--- src/rtl/uart_cmd_wrapper_if.sv ---
// uart_cmd_wrapper_if
//   Groups the command/response handshake between the UART wrapper and the
//   logic that consumes commands and produces response bytes.
//   Signals:
//     cmd[15:0]    assembled command {first byte, second byte}
//     cmd_rdy      command valid, level held until clr_cmd_rdy
//     clr_cmd_rdy  one-cycle acknowledge of cmd from the consumer
//     resp[7:0]    response byte, sampled only with send_resp
//     send_resp    one-cycle request to transmit resp
//     resp_sent    one-cycle pulse in the last cycle of the response stop bit
//   Modports: slave = the UART wrapper, master = the command consumer.
interface uart_cmd_wrapper_if;
  logic [15:0] cmd;
  logic        cmd_rdy;
  logic        clr_cmd_rdy;
  logic [7:0]  resp;
  logic        send_resp;
  logic        resp_sent;

  modport master (
    input  cmd, cmd_rdy, resp_sent,
    output clr_cmd_rdy, resp, send_resp
  );

  modport slave (
    output cmd, cmd_rdy, resp_sent,
    input  clr_cmd_rdy, resp, send_resp
  );
endinterface

--- src/rtl/uart_cmd_wrapper.sv ---
// uart_cmd_wrapper
//   Full-duplex 8N1 UART that assembles two received bytes into a 16-bit
//   command and transmits single response bytes on request.
//   Ports:
//     clk    system clock, posedge
//     rst_n  asynchronous active-low reset
//     RX     serial input from host (asynchronous, idles high)
//     TX     serial output to host (idles high)
//     bus    uart_cmd_wrapper_if.slave: cmd/cmd_rdy/clr_cmd_rdy and
//            resp/send_resp/resp_sent handshakes
//   Parameters:
//     BAUD_DIV  clk cycles per serial bit (16..65535)
//     TIMEOUT   max clk cycles allowed between the high and low command bytes
module uart_cmd_wrapper #(
  parameter int unsigned BAUD_DIV = 2604,
  parameter int unsigned TIMEOUT  = 1 << 20
) (
  input  logic              clk,
  input  logic              rst_n,
  input  logic              RX,
  output logic              TX,
  uart_cmd_wrapper_if.slave bus
);

  localparam logic [15:0] BAUD_LAST = 16'(BAUD_DIV - 1);
  localparam logic [15:0] HALF_LAST = 16'((BAUD_DIV / 2) - 1);
  localparam int          TO_W      = $clog2(TIMEOUT + 1);
  localparam logic [TO_W-1:0] TO_LIM = TO_W'(TIMEOUT);

  typedef enum logic       {RX_IDLE, RX_BUSY}          rx_state_e;
  typedef enum logic       {TX_IDLE, TX_BUSY}          tx_state_e;
  typedef enum logic [1:0] {ST_HIGH, ST_LOW, ST_FULL}  asm_state_e;

  // RX synchronizer plus one extra flop for falling-edge detection; all
  // preset high so a reset never looks like a start bit.
  logic rx_meta_q, rx_sync_q, rx_prev_q;

  always_ff @(posedge clk or negedge rst_n) begin
    if (!rst_n) begin
      rx_meta_q <= 1'b1;
      rx_sync_q <= 1'b1;
      rx_prev_q <= 1'b1;
    end else begin
      rx_meta_q <= RX;
      rx_sync_q <= rx_meta_q;
      rx_prev_q <= rx_sync_q;
    end
  end

  // Receiver. Bit counter: 0 = start bit, 1..8 = data, 9 = stop.
  rx_state_e   rx_state_q, rx_state_d;
  logic [15:0] rx_baud_q, rx_baud_d;
  logic [3:0]  rx_bit_q, rx_bit_d;
  logic [7:0]  rx_shift_q, rx_shift_d;
  logic        rx_valid;

  always_ff @(posedge clk or negedge rst_n) begin
    if (!rst_n) begin
      rx_state_q <= RX_IDLE;
      rx_baud_q  <= '0;
      rx_bit_q   <= '0;
      rx_shift_q <= '0;
    end else begin
      rx_state_q <= rx_state_d;
      rx_baud_q  <= rx_baud_d;
      rx_bit_q   <= rx_bit_d;
      rx_shift_q <= rx_shift_d;
    end
  end

  always_comb begin
    rx_state_d = rx_state_q;
    rx_baud_d  = rx_baud_q;
    rx_bit_d   = rx_bit_q;
    rx_shift_d = rx_shift_q;
    rx_valid   = 1'b0;
    case (rx_state_q)
      RX_IDLE: begin
        // Edge (not level) detection: after a framing error the line must
        // return high before another start is accepted.
        if (rx_prev_q && !rx_sync_q) begin
          rx_state_d = RX_BUSY;
          rx_baud_d  = '0;
          rx_bit_d   = '0;
        end
      end
      RX_BUSY: begin
        // First interval is half a bit to land on the start-bit midpoint.
        if (rx_baud_q == ((rx_bit_q == 4'd0) ? HALF_LAST : BAUD_LAST)) begin
          rx_baud_d = '0;
          if (rx_bit_q == 4'd0) begin
            if (rx_sync_q) rx_state_d = RX_IDLE;
            else           rx_bit_d   = 4'd1;
          end else if (rx_bit_q == 4'd9) begin
            rx_valid   = rx_sync_q;
            rx_state_d = RX_IDLE;
            rx_bit_d   = '0;
          end else begin
            rx_shift_d = {rx_sync_q, rx_shift_q[7:1]};
            rx_bit_d   = rx_bit_q + 4'd1;
          end
        end else begin
          rx_baud_d = rx_baud_q + 16'd1;
        end
      end
      default: rx_state_d = RX_IDLE;
    endcase
  end

  // Command assembly.
  asm_state_e      asm_q, asm_d;
  logic [15:0]     cmd_q, cmd_d;
  logic [TO_W-1:0] to_q, to_d;

  always_ff @(posedge clk or negedge rst_n) begin
    if (!rst_n) begin
      asm_q <= ST_HIGH;
      cmd_q <= '0;
      to_q  <= '0;
    end else begin
      asm_q <= asm_d;
      cmd_q <= cmd_d;
      to_q  <= to_d;
    end
  end

  always_comb begin
    asm_d = asm_q;
    cmd_d = cmd_q;
    to_d  = to_q;
    case (asm_q)
      ST_HIGH: begin
        if (rx_valid) begin
          cmd_d[15:8] = rx_shift_q;
          to_d        = '0;
          asm_d       = ST_LOW;
        end
      end
      ST_LOW: begin
        // A byte arriving on the timeout cycle itself still completes cmd.
        if (rx_valid) begin
          cmd_d[7:0] = rx_shift_q;
          asm_d      = ST_FULL;
        end else if (to_q == TO_LIM) begin
          asm_d = ST_HIGH;
        end else begin
          to_d = to_q + TO_W'(1);
        end
      end
      ST_FULL: begin
        // Received bytes are dropped here, including one coincident with clear.
        if (bus.clr_cmd_rdy) asm_d = ST_HIGH;
      end
      default: asm_d = ST_HIGH;
    endcase
  end

  assign bus.cmd     = cmd_q;
  assign bus.cmd_rdy = (asm_q == ST_FULL);

  // Transmitter. Bit counter: 0 = start bit, 1..8 = data, 9 = stop.
  tx_state_e   tx_state_q, tx_state_d;
  logic [15:0] tx_baud_q, tx_baud_d;
  logic [3:0]  tx_bit_q, tx_bit_d;
  logic [7:0]  tx_shift_q, tx_shift_d;

  always_ff @(posedge clk or negedge rst_n) begin
    if (!rst_n) begin
      tx_state_q <= TX_IDLE;
      tx_baud_q  <= '0;
      tx_bit_q   <= '0;
      tx_shift_q <= '0;
    end else begin
      tx_state_q <= tx_state_d;
      tx_baud_q  <= tx_baud_d;
      tx_bit_q   <= tx_bit_d;
      tx_shift_q <= tx_shift_d;
    end
  end

  always_comb begin
    tx_state_d = tx_state_q;
    tx_baud_d  = tx_baud_q;
    tx_bit_d   = tx_bit_q;
    tx_shift_d = tx_shift_q;
    case (tx_state_q)
      TX_IDLE: begin
        if (bus.send_resp) begin
          tx_state_d = TX_BUSY;
          tx_baud_d  = '0;
          tx_bit_d   = '0;
          tx_shift_d = bus.resp;
        end
      end
      TX_BUSY: begin
        if (tx_baud_q == BAUD_LAST) begin
          tx_baud_d = '0;
          if (tx_bit_q == 4'd9) begin
            tx_state_d = TX_IDLE;
            tx_bit_d   = '0;
          end else begin
            tx_bit_d = tx_bit_q + 4'd1;
            // Shift only after a data bit so shift[0] is the bit on the line.
            if (tx_bit_q != 4'd0) tx_shift_d = {1'b0, tx_shift_q[7:1]};
          end
        end else begin
          tx_baud_d = tx_baud_q + 16'd1;
        end
      end
      default: tx_state_d = TX_IDLE;
    endcase
  end

  // TX decoded from registers only, so reset forces it high immediately.
  assign TX = (tx_state_q == TX_IDLE) || (tx_bit_q == 4'd9) ||
              ((tx_bit_q != 4'd0) && tx_shift_q[0]);

  assign bus.resp_sent = (tx_state_q == TX_BUSY) && (tx_bit_q == 4'd9) &&
                         (tx_baud_q == BAUD_LAST);

endmodule

--- src/flat_wrapper.sv ---
// flat-port wrapper written by rule: the top's interface ports become plain ports
module uart_cmd_wrapper_flat 
#(
  parameter int unsigned BAUD_DIV = 2604,
  parameter int unsigned TIMEOUT  = 1 << 20
)
  (clk, rst_n, RX, TX, bus_cmd, bus_cmd_rdy, bus_resp_sent, bus_clr_cmd_rdy, bus_resp, bus_send_resp);
  uart_cmd_wrapper_if bus_i ();
  input  logic clk;
  input  logic rst_n;
  input  logic RX;
  output logic TX;
  output wire logic [$bits(bus_i.cmd)-1:0] bus_cmd;
  output wire logic [$bits(bus_i.cmd_rdy)-1:0] bus_cmd_rdy;
  output wire logic [$bits(bus_i.resp_sent)-1:0] bus_resp_sent;
  input wire logic [$bits(bus_i.clr_cmd_rdy)-1:0] bus_clr_cmd_rdy;
  input wire logic [$bits(bus_i.resp)-1:0] bus_resp;
  input wire logic [$bits(bus_i.send_resp)-1:0] bus_send_resp;
  assign bus_cmd = bus_i.cmd;
  assign bus_cmd_rdy = bus_i.cmd_rdy;
  assign bus_resp_sent = bus_i.resp_sent;
  assign bus_i.clr_cmd_rdy = bus_clr_cmd_rdy;
  assign bus_i.resp = bus_resp;
  assign bus_i.send_resp = bus_send_resp;
  uart_cmd_wrapper #(.BAUD_DIV(BAUD_DIV), .TIMEOUT(TIMEOUT)) u_core (.clk(clk), .rst_n(rst_n), .RX(RX), .TX(TX), .bus(bus_i));
endmodule
--- config.mk ---
export PLATFORM = sky130hd
export DESIGN_NAME = uart_cmd_wrapper_flat
export DESIGN_NICKNAME = d
export VERILOG_FILES = /design/src/rtl/uart_cmd_wrapper_if.sv /design/src/rtl/uart_cmd_wrapper.sv /design/src/flat_wrapper.sv
export SDC_FILE = /design/constraint.sdc
export NUM_CORES = 1
export LEC_CHECK = 0
export CORE_MARGIN = 5
export CORE_UTILIZATION = 40
export CTS_CLUSTER_DIAMETER = 80
export CTS_CLUSTER_SIZE = 28
export DETAILED_ROUTE_END_ITERATION = 8
export GPL_TIMING_DRIVEN = 0
export PLACE_DENSITY = 0.56
export SYNTH_ARGS = -nofsm -noshare
export SYNTH_HDL_FRONTEND = slang
export SYNTH_SLANG_ARGS = --single-unit
export TNS_END_PERCENT = 1
--- constraint.sdc ---
create_clock -name clk -period 2.8 [get_ports clk]
set_input_delay 0.84 -clock clk [delete_from_list [all_inputs] [get_ports clk]]
set_output_delay 0.84 -clock clk [all_outputs]
set_load 0.005 [all_outputs]
== Word level (Yosys, flattened, before mapping) ==
Index checks and enable logic that the tools add are counted.
Storage, ports and cells
  output and inout bits: 19
  bits in registers: 100
  input port bits: 13
  word-level logic and storage cells: 107
Operators by class
  add/sub/neg operators: 5
  equal/unequal tests: 19
  muxes and demuxes: 45
  reductions and logical operators: 19
  bitwise logic cells: 4
Operator list (count)
  2-to-1 mux 16 bit: 4
  case mux 16 bit (2 select lines): 2
  2-to-1 mux 21 bit: 3
  case mux 21 bit (2 select lines): 1
  adder 16 x 1 -> 16 bit (second input constant): 2
  2-to-1 mux 4 bit: 8
  2-to-1 mux 8 bit: 4
  adder 21 x 1 -> 21 bit (second input constant): 1
  == test 21 bit (second input constant): 1
  == test 16 x 12 -> 1 bit (second input constant): 1
  == test 16 bit: 1
  case mux 4 bit (2 select lines): 2
  case mux 8 bit (2 select lines): 1
  != test 2 bit (second input constant): 7
  2-to-1 mux 1 bit: 12
  2-to-1 mux 12 bit: 1
  AND reduction 4 bit: 3
  adder 4 x 1 -> 4 bit (second input constant): 2
  == test 4 bit (second input constant): 2
  2-to-1 mux 2 bit: 4
  != test 2 x 1 -> 1 bit (second input constant): 3
  case mux 2 bit (3 select lines): 1
  AND reduction 2 bit: 3
  AND reduction 3 bit: 2
  13 further kinds: 21

== Logic depth before layout (Yosys ltp) ==
  depth in word-level cells: 7
  mapped depth: 11
  mapped depth without buffers: 8

== Worst setup path before layout ==
OpenSTA, ideal clock, no wires.
  path type: register to register
  start point: register u_core.rx_bit_q[0]
  end point: register u_core.rx_shift_q[0]
  arrival: 2.115 ns
  data required time: 2.675 ns
  cell stages (with the launch flop): 8
  library setup time: 0.125 ns
  buffers on the path: 0
  clock period less this slack: 2.239 ns
  path slack: 0.561 ns
  cell sequence: dfrtp_1 inv_1 ha_1 nor3b_4 nor4_4 o21ai_2 nor2_2 mux2_2
Between the ends
  cells in the longest elaborated chain, start to end: 4
  elaborated cells between the ends (all ways): 7
  classes of those cells: 2 x eq/ne; 1 x mux; 2 x bitwise; 2 x reduce/logical
RTL lines
  from (decl): line uart_cmd_wrapper.sv:53  | logic [3:0] rx_bit_q, rx_bit_d;
  from (signal assigned): line uart_cmd_wrapper.sv:66  | rx_bit_q <= rx_bit_d;
  zero test 4 bit: line uart_cmd_wrapper.sv:89, uart_cmd_wrapper.sv:91
  2-to-1 mux 12 bit: line uart_cmd_wrapper.sv:89  | if (rx_baud_q == ((rx_bit_q == 4'd0) ? HALF_LAST : BAUD_LAST)) begin
  == test 16 bit: line uart_cmd_wrapper.sv:89
  AND reduction 4 bit (no line) *
  to (signal assigned): line uart_cmd_wrapper.sv:67  | rx_shift_q <= rx_shift_d;
  to (decl): line uart_cmd_wrapper.sv:54  | logic [7:0] rx_shift_q, rx_shift_d;
Mark *: on every way between the ends. The rest lies on a longest branch, timed or not.
A chain may end at the register's enable or synchronous reset.

== Final worst setup path ==
  start point: register u_core.tx_bit_q[1]
  end point: output bus_resp_sent
Between the ends
  cells in the longest elaborated chain, start to end: 3
RTL lines
  from (decl): line uart_cmd_wrapper.sv:164  | logic [3:0] tx_bit_q, tx_bit_d;
  from (signal assigned): line uart_cmd_wrapper.sv:176  | tx_bit_q <= tx_bit_d;
  == test 4 bit: line uart_cmd_wrapper.sv:218  | assign bus.resp_sent = (tx_state_q == TX_BUSY) && (tx_bit_q == 4'd9) &&
  logical AND 1 bit (2 in series): line uart_cmd_wrapper.sv:218
  to (decl): line flat_wrapper.sv:15  | output wire logic [$bits(bus_i.resp_sent)-1:0] bus_resp_sent;
No other way between the ends.

==> qor.tcl <==
set qor(design.die.area_um2) 15600
set qor(status) {complete, no violations}
set qor(syn_area_um2) 5280
set qor(critPathRequiredTime_ns) 1.96
set qor(clk_pin_slew_ns) 0.07
set qor(fin_nets) 605
set qor(timing.max_cap.violations) 0
set qor(post_drt_via_cell_ratio) 5.74
set qor(final_period_minus_worst_setup_slack_ns) 2.63
set qor(power.leakage_nw) 2.71
set qor(maximum_net_fanout_on_the_critical_path) 4
set qor(vias_in_the_first_global_route) 4297
set qor(gp_congestion) 0.836
set qor(synth_async_sr_flop_share_pct) 100
set qor(antenna_violations_before_repair) 0
set qor(number_of_flops_mapped_to_enable_cells_by_yosys) 0
set qor(cts_htree_levels) 3
set qor(dr_total_vias) 4380
set qor(post-layout-total-power_mw) 3.21
set qor(unrepaired_setup_endpoints_after_global_routing) {no}
set qor(maxClockFrequency_mhz) 380
set qor(route.final.wire_length_mm) 12.3
set qor(worst-slew-pin-transition_ns) 0.937
set qor(path_delay_family) {simple AND/OR/NAND/NOR gates}
set qor(diodes) 0
set qor(clk_path_buf_depth) 2
set qor(floorplan.io_pins) 32
set qor(drc) 0
set qor(starting_density_of_the_core_pct) 40.3
set qor(hp-class) {flop to flop}
set qor(postRouteAntennaNets) 0
set qor(globalRouteOverflowTotal) 0
set qor(die-width_um) 125
set qor(critical_path.cell_chain) {inv_1, ha_1, nand3b_1, or2_2, nor2_1, dlygate4sd2_1}
set qor(slew_violations) 0
set qor(timing.reg2reg.worst_path_depth) 7
set qor(cp_num_buf_inv) 2
set qor(die_h_um) 125
set qor(flop_and_latch_count_out_of_synthesis) 100
set qor(syn-instance-count) 538
set qor(cts_hold_buf) 0
set qor(clock-skew-final_ns) 0.00808
set qor(drive_above_1_share_pct) 13.5
set qor(core.rowCount) 42
set qor(layout_worst_path_cycle_share_pct) 94.0
set qor(dp_slack_ns) 0.0435
set qor(clock-root-buffer) {sky130_fd_sc_hd__clkbuf_16}
set qor(grt_first_pass_wirelength_mm) 21.2
set qor(timing.hold.worst_path_depth) 0
set qor(setup_violations) 0
set qor(critPathCaptureType) {primary output}
set qor(synthDistinctLibCells) 67
set qor(syn_to_final_growth_pct) 17.6
set qor(path_class) {flop to primary output}
set qor(synth-main-ff-cell) {sky130_fd_sc_hd__dfrtp_1}
set qor(hold_violations) 0
set qor(avgRoutedWirePerCell_um) 16.1
set qor(grt_max_degree) 55
set qor(relSlewSlack_pct) 37.5
set qor(cts.sinks) 100
set qor(core-area_um2) 13100
set qor(fill_cells) 1213
set qor(number_of_detailed_route_iterations_in_the_first_pass) 5
set qor(post-dp-hpwl_mm) 8.35
set qor(cts_tree) {yes}
set qor(max_stage_delay_ns) 0.41
set qor(drt_first_iter_violations) 320
set qor(global_router_s_overall_resource_usage_pct) 16.2
set qor(synth_fp_nets) 561
set qor(power.density_cell_area_nw_per_um2) 517
set qor(yosys_warnings) 0
set qor(setup.worst_path.start_class) {flop}
set qor(largest_voltage_drop_on_the_vdd_net_mv) 0.409
set qor(clk-insertion-delay-late_ns) 0.35
set qor(syn-mean-instance-area_um2) 9.81
set qor(tritoncts.num_buffers) 9
set qor(timing.critical_path.depth) 6
set qor(fin_worst_hold_slack_ns) 0.356
set qor(final_worst_setup_slack_ns) 0.167
set qor(crit_arrival_ns) 1.79
set qor(portBuffers) 31
set qor(critical-path-slowest-cell) {sky130_fd_sc_hd__dfrtp_1}
set qor(seq_area_frac_synth_pct) 47.5
cells in the mapped netlist (3+ instances only):
master,count,area (um^2)
sky130_fd_sc_hd__and2_1,5,31.3
sky130_fd_sc_hd__o41ai_1,5,43.8
sky130_fd_sc_hd__nand2_1,75,282
sky130_fd_sc_hd__nand3_1,27,135
sky130_fd_sc_hd__clkbuf_1,15,56.3
sky130_fd_sc_hd__mux2i_1,3,30.0
sky130_fd_sc_hd__inv_1,20,75.1
sky130_fd_sc_hd__a41oi_1,5,43.8
sky130_fd_sc_hd__a21o_1,3,22.5
sky130_fd_sc_hd__o21a_1,5,37.5
sky130_fd_sc_hd__mux2_2,28,315
sky130_fd_sc_hd__nand2b_1,5,31.3
sky130_fd_sc_hd__buf_2,4,20.0
sky130_fd_sc_hd__o22ai_1,3,18.8
sky130_fd_sc_hd__nand4b_1,3,26.3
sky130_fd_sc_hd__o21ai_0,28,140
sky130_fd_sc_hd__o31ai_1,7,52.6
sky130_fd_sc_hd__a31oi_1,46,288
sky130_fd_sc_hd__and3_1,14,87.6
sky130_fd_sc_hd__o211ai_1,9,67.6
sky130_fd_sc_hd__a32o_1,3,30.0
sky130_fd_sc_hd__dfstp_2,3,78.8
sky130_fd_sc_hd__dfrtp_1,97,2430
sky130_fd_sc_hd__nor3_1,7,35.0
sky130_fd_sc_hd__nor4_1,8,50.1
sky130_fd_sc_hd__nand4_1,11,68.8
sky130_fd_sc_hd__nor2b_1,4,25.0
sky130_fd_sc_hd__nor4b_1,4,35.0
sky130_fd_sc_hd__nand3b_1,7,52.6
sky130_fd_sc_hd__a21oi_1,6,30.0
sky130_fd_sc_hd__and4_1,4,35.0
sky130_fd_sc_hd__nor2_1,22,82.6
sky130_fd_sc_hd__ha_1,10,125
timing repair:
action / 4_1_cts / 5_1_grt
endpoints found under the setup margin: 2 / 2
pin swaps: 2 / 0
resized for setup: 7 / 2
setup buffers: 2 / 0
worst paths after layout:
kind / startpoint / endpoint / slack (ns)
worst max-delay path: u_core.tx_bit_q[1] / bus_resp_sent / 0.17
worst min-delay path: u_core.rx_meta_q / u_core.rx_sync_q / 0.36
worst max register to register: u_core.rx_bit_q[0] / u_core.rx_shift_q[1] / 0.20
worst min register to register: u_core.rx_meta_q / u_core.rx_sync_q / 0.36
max in group asynchronous: rst_n / u_core.tx_state_q / 1.56
min in group asynchronous: rst_n / u_core.bus.cmd[10] / 0.54
final cells by class:
type	instances	area [um^2]	area share (%)
buffer	24	116	1.87
clock inverter	5	82.6	1.33
inverter	21	78.8	1.27
timing repair buffer	34	352	5.66
clock buffer	11	243	3.91
sequential	100	2510	40.4
tap	176	220	3.55
multi-input combinational	392	2610	42.0
through the flow:
| stage | std cells | cell area [um^2] | TNS, ns | utilization [%] |
|---|---|---|---|---|
| detailed placement | 746 | 5830 | 0 | 44.6 |
| global route | 763 | 6210 | 0 | 47.4 |
| floorplan | 538 | 5280 | 0 | - |
| CTS | 763 | 6200 | 0 | 47.4 |
| finish | 763 | 6210 | 0 | 47.4 |
| global placement | 745 | 5810 | -292.90 | 44.4 |
power by group:
group	leakage, nW	internal, mW	switching, mW
sequential	1.29	1.50	0.0753
combinational	1.26	0.116	0.148
clock	0.161	0.813	0.552
cell usage in the layout, fill, tap and decap left out, types with 8 or more instances in the layout:
cell                              synthesis  routed
sky130_fd_sc_hd__a31oi_1                 46      45
sky130_fd_sc_hd__mux2_2                  28      28
sky130_fd_sc_hd__dfrtp_1                 97      96
sky130_fd_sc_hd__ha_1                    10       9
sky130_fd_sc_hd__nand2_1                 75      75
sky130_fd_sc_hd__nor2_1                  22      22
sky130_fd_sc_hd__and3_1                  14      14
sky130_fd_sc_hd__o21ai_0                 28      28
sky130_fd_sc_hd__nand3_1                 27      27
sky130_fd_sc_hd__nor4_1                   8       8
sky130_fd_sc_hd__clkbuf_1                15      15
sky130_fd_sc_hd__clkdlybuf4s50_1          0      28
sky130_fd_sc_hd__nand4_1                 11      11
sky130_fd_sc_hd__clkbuf_16                0       9
sky130_fd_sc_hd__inv_1                   20      20
sky130_fd_sc_hd__o211ai_1                 9       9
metal layers:
metal,share of wire [%],vias up,GRT usage [%]
li1,-,2103,-
met1,47,2149,22.3
met2,47,115,25.4
met3,4.5,13,4.29
met4,1.1,0,4.59
met5,0,-,0
worst register-to-register path, delay by kind of cell (launching register included):
kind	cells	cell delay, ns
buf+inv	1	0.08
compound gates	1	0.26
flops	1	0.43
simple gates	3	1.13
mux	1	0.40
fa+ha+maj	1	0.19
registers in the layout (all words and copies together), names as in the netlist:
register	cells
u_core.tx_shift_q	8
u_core.tx_bit_q	4
u_core.rx_shift_q	8
u_core.rx_state_q	1
u_core.bus.cmd	16
u_core.tx_state_q	1
u_core.rx_sync_q	1
u_core.rx_baud_q	16
u_core.to_q	21
u_core.rx_meta_q	1
u_core.rx_bit_q	4
u_core.rx_prev_q	1
u_core.asm_q	2
u_core.tx_baud_q	16
cell families (layout without fill, tap and decap cells):
group,Yosys count,after routing,share of synthesized area (%)
buf+inv,46,95,3.77
mux,31,31,6.54
flops,100,100,47.5
simple gates,214,214,21.9
compound gates,135,135,17.6
fa+ha+maj,10,10,2.37
xor+xnor,2,2,0.332
No activity file was read; power rests on OpenSTA's default activity.
